===== src/rtl/nor_test_sequencer_pkg.sv =====
// Shared types for the NOR self-test sequencer: FSM states and LFSR constants.
// The LFSR helpers are used only when NOR_SEQ_LFSR_EN is defined.
package nor_seq_pkg;

  typedef enum logic [2:0] {
    IDLE,
    DRIVE,
    SETTLE,
    CHECK,
    DONE
  } state_t;

  localparam int unsigned LFSR_W    = 16;
  // Right-shifting Galois form of x^16 + x^14 + x^13 + x^11 + 1
  localparam logic [LFSR_W-1:0] LFSR_TAPS = 16'hB400;

  function automatic logic [LFSR_W-1:0] lfsr_next(input logic [LFSR_W-1:0] s);
    return {1'b0, s[LFSR_W-1:1]} ^ (s[0] ? LFSR_TAPS : '0);
  endfunction

endpackage


===== src/rtl/nor_test_sequencer_if.sv =====
// Operand/result bus between the sequencer (master) and the NOR datapath (slave).
interface nor_test_sequencer_if #(
  parameter int unsigned WIDTH = 1
);
  logic [WIDTH-1:0] a_o;
  logic [WIDTH-1:0] b_o;
  logic [WIDTH-1:0] y_i;

  modport master (output a_o, output b_o, input y_i);
  modport slave  (input a_o, input b_o, output y_i);
endinterface


===== src/rtl/nor_test_sequencer_lfsr.sv =====
// 16-bit Galois LFSR with seed load and single step; o_next is the value after one step.
// Instantiated by nor_test_sequencer only when NOR_SEQ_LFSR_EN is defined.
module nor_seq_lfsr
  import nor_seq_pkg::*;
#(
  parameter logic [LFSR_W-1:0] SEED = 16'hACE1
) (
  input  logic              clk,
  input  logic              rst_n,
  input  logic              i_load,
  input  logic              i_step,
  output logic [LFSR_W-1:0] o_next
);

  logic [LFSR_W-1:0] r_q;

  always_ff @(posedge clk or negedge rst_n) begin
    if (!rst_n) begin
      r_q <= SEED;
    end else if (i_load) begin
      r_q <= SEED;
    end else if (i_step) begin
      r_q <= lfsr_next(r_q);
    end
  end

  assign o_next = lfsr_next(r_q);

endmodule


===== src/rtl/nor_test_sequencer.sv =====
// Sequenced self-test of a WIDTH-bit NOR datapath: drive, settle, check, count, capture first failure.
// Define NOR_SEQ_LFSR_EN for LFSR-generated vectors; default is an exhaustive {a,b} sweep.
module nor_test_sequencer
  import nor_seq_pkg::*;
#(
  parameter int unsigned WIDTH       = 1,
  parameter int unsigned SETTLE_CYC  = 1,
  parameter int unsigned ERR_W       = 8,
  parameter int unsigned NUM_VECTORS = 64,
  parameter logic [15:0] SEED        = 16'hACE1
) (
  input  logic                   clk,
  input  logic                   rst_n,
  input  logic                   start_i,
  input  logic                   abort_i,
  nor_test_sequencer_if.master   bus,
  output logic                   busy_o,
  output logic                   done_o,
  output logic                   pass_o,
  output logic [ERR_W-1:0]       err_cnt_o,
  output logic                   fail_valid_o,
  output logic [WIDTH-1:0]       fail_a_o,
  output logic [WIDTH-1:0]       fail_b_o,
  output logic [WIDTH-1:0]       fail_y_o
);

  localparam int unsigned VW    = 2 * WIDTH;
  localparam int unsigned SET_W = (SETTLE_CYC > 1) ? $clog2(SETTLE_CYC) : 1;
  localparam logic [SET_W-1:0] SET_LOAD = SET_W'((SETTLE_CYC > 0) ? SETTLE_CYC - 1 : 0);

  state_t r_state, w_state_nxt;

  logic [WIDTH-1:0] r_a, r_b;
  logic [SET_W-1:0] r_settle;
  logic [ERR_W-1:0] r_err;
  logic             r_fail_valid, r_pass;
  logic [WIDTH-1:0] r_fail_a, r_fail_b, r_fail_y;

  logic             w_start, w_check, w_mismatch, w_last;
  logic [VW-1:0]    w_first_vec, w_next_vec;

  assign w_start    = (r_state == IDLE) && start_i && !abort_i;
  assign w_check    = (r_state == CHECK) && !abort_i;
  assign w_mismatch = (bus.y_i != ~(r_a | r_b));

`ifdef NOR_SEQ_LFSR_EN
  localparam int unsigned CNT_W = (NUM_VECTORS > 1) ? $clog2(NUM_VECTORS) : 1;

  logic [CNT_W-1:0]  r_vidx;
  logic [LFSR_W-1:0] w_lfsr_next;

  nor_seq_lfsr #(
    .SEED (SEED)
  ) u_lfsr (
    .clk    (clk),
    .rst_n  (rst_n),
    .i_load (w_start),
    .i_step (w_check && !w_last),
    .o_next (w_lfsr_next)
  );

  always_ff @(posedge clk or negedge rst_n) begin
    if (!rst_n) begin
      r_vidx <= '0;
    end else if (w_start) begin
      r_vidx <= '0;
    end else if (w_check && !w_last) begin
      r_vidx <= r_vidx + 1'b1;
    end
  end

  assign w_last      = (r_vidx == CNT_W'(NUM_VECTORS - 1));
  assign w_first_vec = SEED[VW-1:0];
  assign w_next_vec  = w_lfsr_next[VW-1:0];
`else
  // The operand registers themselves are the sweep counter; all-ones is the last vector.
  assign w_last      = &{r_a, r_b};
  assign w_first_vec = '0;
  assign w_next_vec  = {r_a, r_b} + 1'b1;
`endif

  always_ff @(posedge clk or negedge rst_n) begin
    if (!rst_n) begin
      r_state <= IDLE;
    end else begin
      r_state <= w_state_nxt;
    end
  end

  always_comb begin
    w_state_nxt = r_state;
    case (r_state)
      IDLE:    if (w_start) w_state_nxt = DRIVE;
      DRIVE:   w_state_nxt = (SETTLE_CYC == 0) ? CHECK : SETTLE;
      SETTLE:  if (r_settle == '0) w_state_nxt = CHECK;
      CHECK:   w_state_nxt = w_last ? DONE : DRIVE;
      DONE:    w_state_nxt = IDLE;
      default: w_state_nxt = IDLE;
    endcase
    if (abort_i) w_state_nxt = IDLE;
  end

  always_comb begin
    busy_o = (r_state != IDLE);
    done_o = (r_state == DONE);
  end

  always_ff @(posedge clk or negedge rst_n) begin
    if (!rst_n) begin
      r_a          <= '0;
      r_b          <= '0;
      r_settle     <= '0;
      r_err        <= '0;
      r_fail_valid <= 1'b0;
      r_fail_a     <= '0;
      r_fail_b     <= '0;
      r_fail_y     <= '0;
      r_pass       <= 1'b0;
    end else begin
      if (w_start) begin
        {r_a, r_b}   <= w_first_vec;
        r_err        <= '0;
        r_fail_valid <= 1'b0;
        r_fail_a     <= '0;
        r_fail_b     <= '0;
        r_fail_y     <= '0;
        r_pass       <= 1'b0;
      end
      if (r_state == DRIVE) r_settle <= SET_LOAD;
      if (r_state == SETTLE) r_settle <= r_settle - 1'b1;
      if (w_check) begin
        if (w_mismatch) begin
          if (r_err != '1) r_err <= r_err + 1'b1;
          if (!r_fail_valid) begin
            r_fail_valid <= 1'b1;
            r_fail_a     <= r_a;
            r_fail_b     <= r_b;
            r_fail_y     <= bus.y_i;
          end
        end
        if (!w_last) {r_a, r_b} <= w_next_vec;
      end
      if (r_state == DONE) r_pass <= !r_fail_valid;
      if (abort_i && (r_state != IDLE)) r_pass <= 1'b0;
    end
  end

  assign bus.a_o      = r_a;
  assign bus.b_o      = r_b;
  assign err_cnt_o    = r_err;
  assign fail_valid_o = r_fail_valid;
  assign fail_a_o     = r_fail_a;
  assign fail_b_o     = r_fail_b;
  assign fail_y_o     = r_fail_y;
  assign pass_o       = r_pass;

endmodule


===== src/flat_wrapper.sv =====
// flat-port wrapper written by rule: the top's interface ports become plain ports
module nor_test_sequencer_flat import nor_seq_pkg::*;
#(
  parameter int unsigned WIDTH       = 1,
  parameter int unsigned SETTLE_CYC  = 1,
  parameter int unsigned ERR_W       = 8,
  parameter int unsigned NUM_VECTORS = 64,
  parameter logic [15:0] SEED        = 16'hACE1
)
  (clk, rst_n, start_i, abort_i, busy_o, done_o, pass_o, err_cnt_o, fail_valid_o, fail_a_o, fail_b_o, fail_y_o, bus_a_o, bus_b_o, bus_y_i);
  nor_test_sequencer_if #(.WIDTH(WIDTH)) bus_i ();
  input  logic clk;
  input  logic rst_n;
  input  logic start_i;
  input  logic abort_i;
  output logic busy_o;
  output logic done_o;
  output logic pass_o;
  output logic [ERR_W-1:0] err_cnt_o;
  output logic fail_valid_o;
  output logic [WIDTH-1:0] fail_a_o;
  output logic [WIDTH-1:0] fail_b_o;
  output logic [WIDTH-1:0] fail_y_o;
  output wire logic [$bits(bus_i.a_o)-1:0] bus_a_o;
  output wire logic [$bits(bus_i.b_o)-1:0] bus_b_o;
  input wire logic [$bits(bus_i.y_i)-1:0] bus_y_i;
  assign bus_a_o = bus_i.a_o;
  assign bus_b_o = bus_i.b_o;
  assign bus_i.y_i = bus_y_i;
  nor_test_sequencer #(.WIDTH(WIDTH), .SETTLE_CYC(SETTLE_CYC), .ERR_W(ERR_W), .NUM_VECTORS(NUM_VECTORS), .SEED(SEED)) u_core (.clk(clk), .rst_n(rst_n), .start_i(start_i), .abort_i(abort_i), .bus(bus_i), .busy_o(busy_o), .done_o(done_o), .pass_o(pass_o), .err_cnt_o(err_cnt_o), .fail_valid_o(fail_valid_o), .fail_a_o(fail_a_o), .fail_b_o(fail_b_o), .fail_y_o(fail_y_o));
endmodule

===== config.mk =====
export PLATFORM = sky130hd
export DESIGN_NAME = nor_test_sequencer_flat
export DESIGN_NICKNAME = d
export VERILOG_FILES = /design/src/rtl/nor_test_sequencer_pkg.sv /design/src/rtl/nor_test_sequencer_if.sv /design/src/rtl/nor_test_sequencer_lfsr.sv /design/src/rtl/nor_test_sequencer.sv /design/src/flat_wrapper.sv
export SDC_FILE = /design/constraint.sdc
export NUM_CORES = 1
export LEC_CHECK = 0
export BUFFER_PORTS_ARGS = -buffer_cell sky130_fd_sc_hd__buf_2
export CAP_MARGIN = 15
export CORE_UTILIZATION = 37
export DETAILED_ROUTE_END_ITERATION = 12
export GPL_ROUTABILITY_DRIVEN = 0
export PLACE_DENSITY_LB_ADDON = 0.1
export SYNTH_ARGS = -nofsm -noshare
export SYNTH_HDL_FRONTEND = slang
export SYNTH_SLANG_ARGS = --single-unit
export TNS_END_PERCENT = 20

===== constraint.sdc =====
create_clock -name clk -period 2.8 [get_ports clk]
set_input_delay 0.7 -clock clk [delete_from_list [all_inputs] [get_ports clk]]
set_output_delay 0.7 -clock clk [all_outputs]
set_load 0.01 [all_outputs]

==> flow_summary.json <==
{
  "die_h_um": 54.5,
  "ys_seq_area_frac": 0.467,
  "postCtsHoldBufs": 0,
  "finalSetupTns_ps": 0,
  "status": "finished, final reports clean",
  "netlist_instances": 101,
  "rsz0062_at_grt": "no",
  "clock_tree.root_cell": "clkbuf_4",
  "async_reset_ff_frac": 1.00,
  "cp_top_family": "flip-flops",
  "dr_total_vias": 842,
  "synth_cell_type_count": 34,
  "synth_top_area_frac": 0.467,
  "grt_use_total": 0.162,
  "syn-mean-instance-area_um2": 10.1,
  "powerDensity_mw_per_mm2": 497,
  "wl_um": 2080,
  "fmax_ghz": 0.467,
  "fin_util": 0.459,
  "syn2layout_area_growth_pct": 14.7,
  "die_w_um": 54.5,
  "synth_area_leaders": "dfrtp_1, mux2i_1, and4_1, ha_1, nand2_1",
  "dp.final_hpwl_um": 1520,
  "grt_pass1_wl_um": 3370,
  "yosys_warnings": 0,
  "cp-start-kind": "flop",
  "clock_skew_ps": 6.79,
  "cts_buffers": 3,
  "power_leakage_nw": 0.576,
  "path_buf_inv": 2,
  "yosys.area.top_type": "dfrtp_1",
  "grt_max_degree": 20,
  "ant_nets": 0,
  "worstPathCellList": "nor2_1 > nand2_1 > inv_1 > buf_2",
  "synth_enable_flop_cells": 0,
  "syn_nets": 109,
  "vdd.ir_drop.worst_uv": 251,
  "clock_latency_ps": 300,
  "antenna_cells": 0,
  "clock-sinks": 19,
  "final-max-slew-violation-count": 0,
  "drt_iter0_drc": 26,
  "crit_type": "flop to output pin",
  "rows": 18,
  "post-synth-top-count-cell": "dfrtp_1",
  "synth_seq_cells": 19,
  "post_cts_resized": 0,
  "worstPathArrival_ps": 1440,
  "grt_pass1_vias": 745,
  "critPathSlowestCell": "dfrtp_1",
  "drive_gt1_frac": 0.221,
  "grt_antenna_before_repair": 0,
  "grt.overflow.total": 0,
  "worst_path_largest_cell_delay_ps": 520,
  "setup_violations": 0,
  "min_period_ps": 2140,
  "pin_count": 22,
  "cts_buffer_depth": 2,
  "ys.flop_type": "dfrtp_1",
  "initial_core_util": 0.400,
  "tightest_slew_ps": 443,
  "synth_common_cells": "dfrtp_1, nand2_1, mux2i_1",
  "core_mm2": 0.00254,
  "wl_per_cell_um": 13.7,
  "min_path_type": "primary input to asynchronous set/reset pin",
  "timing.final.hold_violations": 0,
  "drc": 0,
  "critPathMaxFanout": 11,
  "drv_cap": 0,
  "htree_levels": 1,
  "fill_cells": 249,
  "crit_path_end_kind": "output pin",
  "post_drt_via_cell_ratio": 5.54,
  "numPortBuffers": 21,
  "critPathRequiredTime_ps": 2100,
  "fin_crit_sh": 0.764,
  "die_area_mm2": 0.00297,
  "cts_setup_buffers": 0,
  "path_clk_slew_ps": 110,
  "cts_tree": "built",
  "firstDrtPassIters": 4,
  "final_nets": 131,
  "synth_area_mm2": 0.00102,
  "slew_headroom": 0.705
}
[power breakdown]
group	switching [mW]	total, mW	internal (mW)	leakage (nW)
Clock	0.0852	0.141	0.0554	0.0150
Sequential	0.0315	0.327	0.296	0.262
Combinational	0.0634	0.112	0.0489	0.299
[layer usage]
metal  share of wire  track usage  vias up
met5               0            0        -
met4          0.0062       0.0769        0
met3           0.033       0.0250        2
met2            0.49        0.250       13
met1            0.47        0.219      409
li1                -            -      418
[worst register-to-register path, delay by kind of cell (launching register included)]
family	cells	cell delay, ps
XOR/XNOR	1	210
buffers and inverters	1	70
flip-flops	1	400
AND/OR/NAND/NOR	2	780
AO/OA/AOI/OAI	1	160
adder cells (fa/ha/maj)	1	200
[state kept, by name, summed over array words and instances (netlist names)]
| name | count |
|---|---|
| u_core.fail_b_o | 1 |
| u_core.pass_o | 1 |
| u_core.bus.b_o | 1 |
| u_core.fail_y_o | 1 |
| u_core.r_state | 3 |
| u_core.err_cnt_o | 8 |
| u_core.r_settle | 1 |
| u_core.fail_valid_o | 1 |
| u_core.bus.a_o | 1 |
| u_core.fail_a_o | 1 |
[final timing paths]
| path | start | to | slack [ps] | depth (start not counted) |
|---|---|---|---|---|
| max | u_core.r_state[0] | done_o | 660 | 4 |
| min | rst_n | u_core.err_cnt_o[6] | 330 | 1 |
| max reg2reg | u_core.bus.b_o | u_core.err_cnt_o[3] | 910 | 6 |
| min reg2reg | u_core.fail_b_o | u_core.fail_b_o | 530 | 2 |
| max in group asynchronous | rst_n | u_core.bus.b_o | 2160 | 1 |
| min in group clk | u_core.fail_b_o | u_core.fail_b_o | 530 | 2 |
[stage by stage]
step           area (um^2)  instances  worst slack [ps]  hold WS (ps)  power [mW]
6_report              1170        152               661           327       0.580
5_1_grt               1170        152               521           345       0.621
4_1_cts               1170        152               648           336       0.590
3_5_place_dp          1140        148               764           512       0.447
3_3_place_gp          1140        148               842           504       0.445
2_1_floorplan         1020        101              1010           404       0.408
[kinds of logic (layout without fill, tap and decap cells)]
kind of cell | after synthesis | after routing | share of synthesized area
buffers and inverters | 9 | 30 | 0.0368
AOI/OAI and AO/OA | 20 | 20 | 0.134
and+or+nand+nor | 40 | 40 | 0.230
adders and majority gates | 3 | 3 | 0.0369
muxes | 7 | 7 | 0.0700
xor gates and xnor gates | 3 | 3 | 0.0258
DFF | 19 | 19 | 0.467
[cell type report]
| type | instances | area (um^2) | area share |
|---|---|---|---|
| Clock buffer | 4 | 26.3 | 0.0225 |
| Inverter | 5 | 18.8 | 0.0161 |
| Sequential cell | 19 | 475 | 0.407 |
| Tap cell | 30 | 37.5 | 0.0321 |
| Timing Repair Buffer | 21 | 105 | 0.0899 |
| Multi-Input combinational cell | 73 | 505 | 0.433 |
[placed cells by master (no fill, tap or decap), types with 2 or more instances in the layout]
master	n
buf_2	21
dfrtp_1	19
nand2_1	9
mux2i_1	6
inv_1	5
and4_1	5
nor2_1	5
nand3_1	5
o21ai_0	5
o211ai_1	4
nand4_1	4
nor3_1	4
ha_1	3
clkbuf_4	3
xor2_1	2
o31ai_1	2
a21oi_1	2
(Power assumes the default switching activity.)
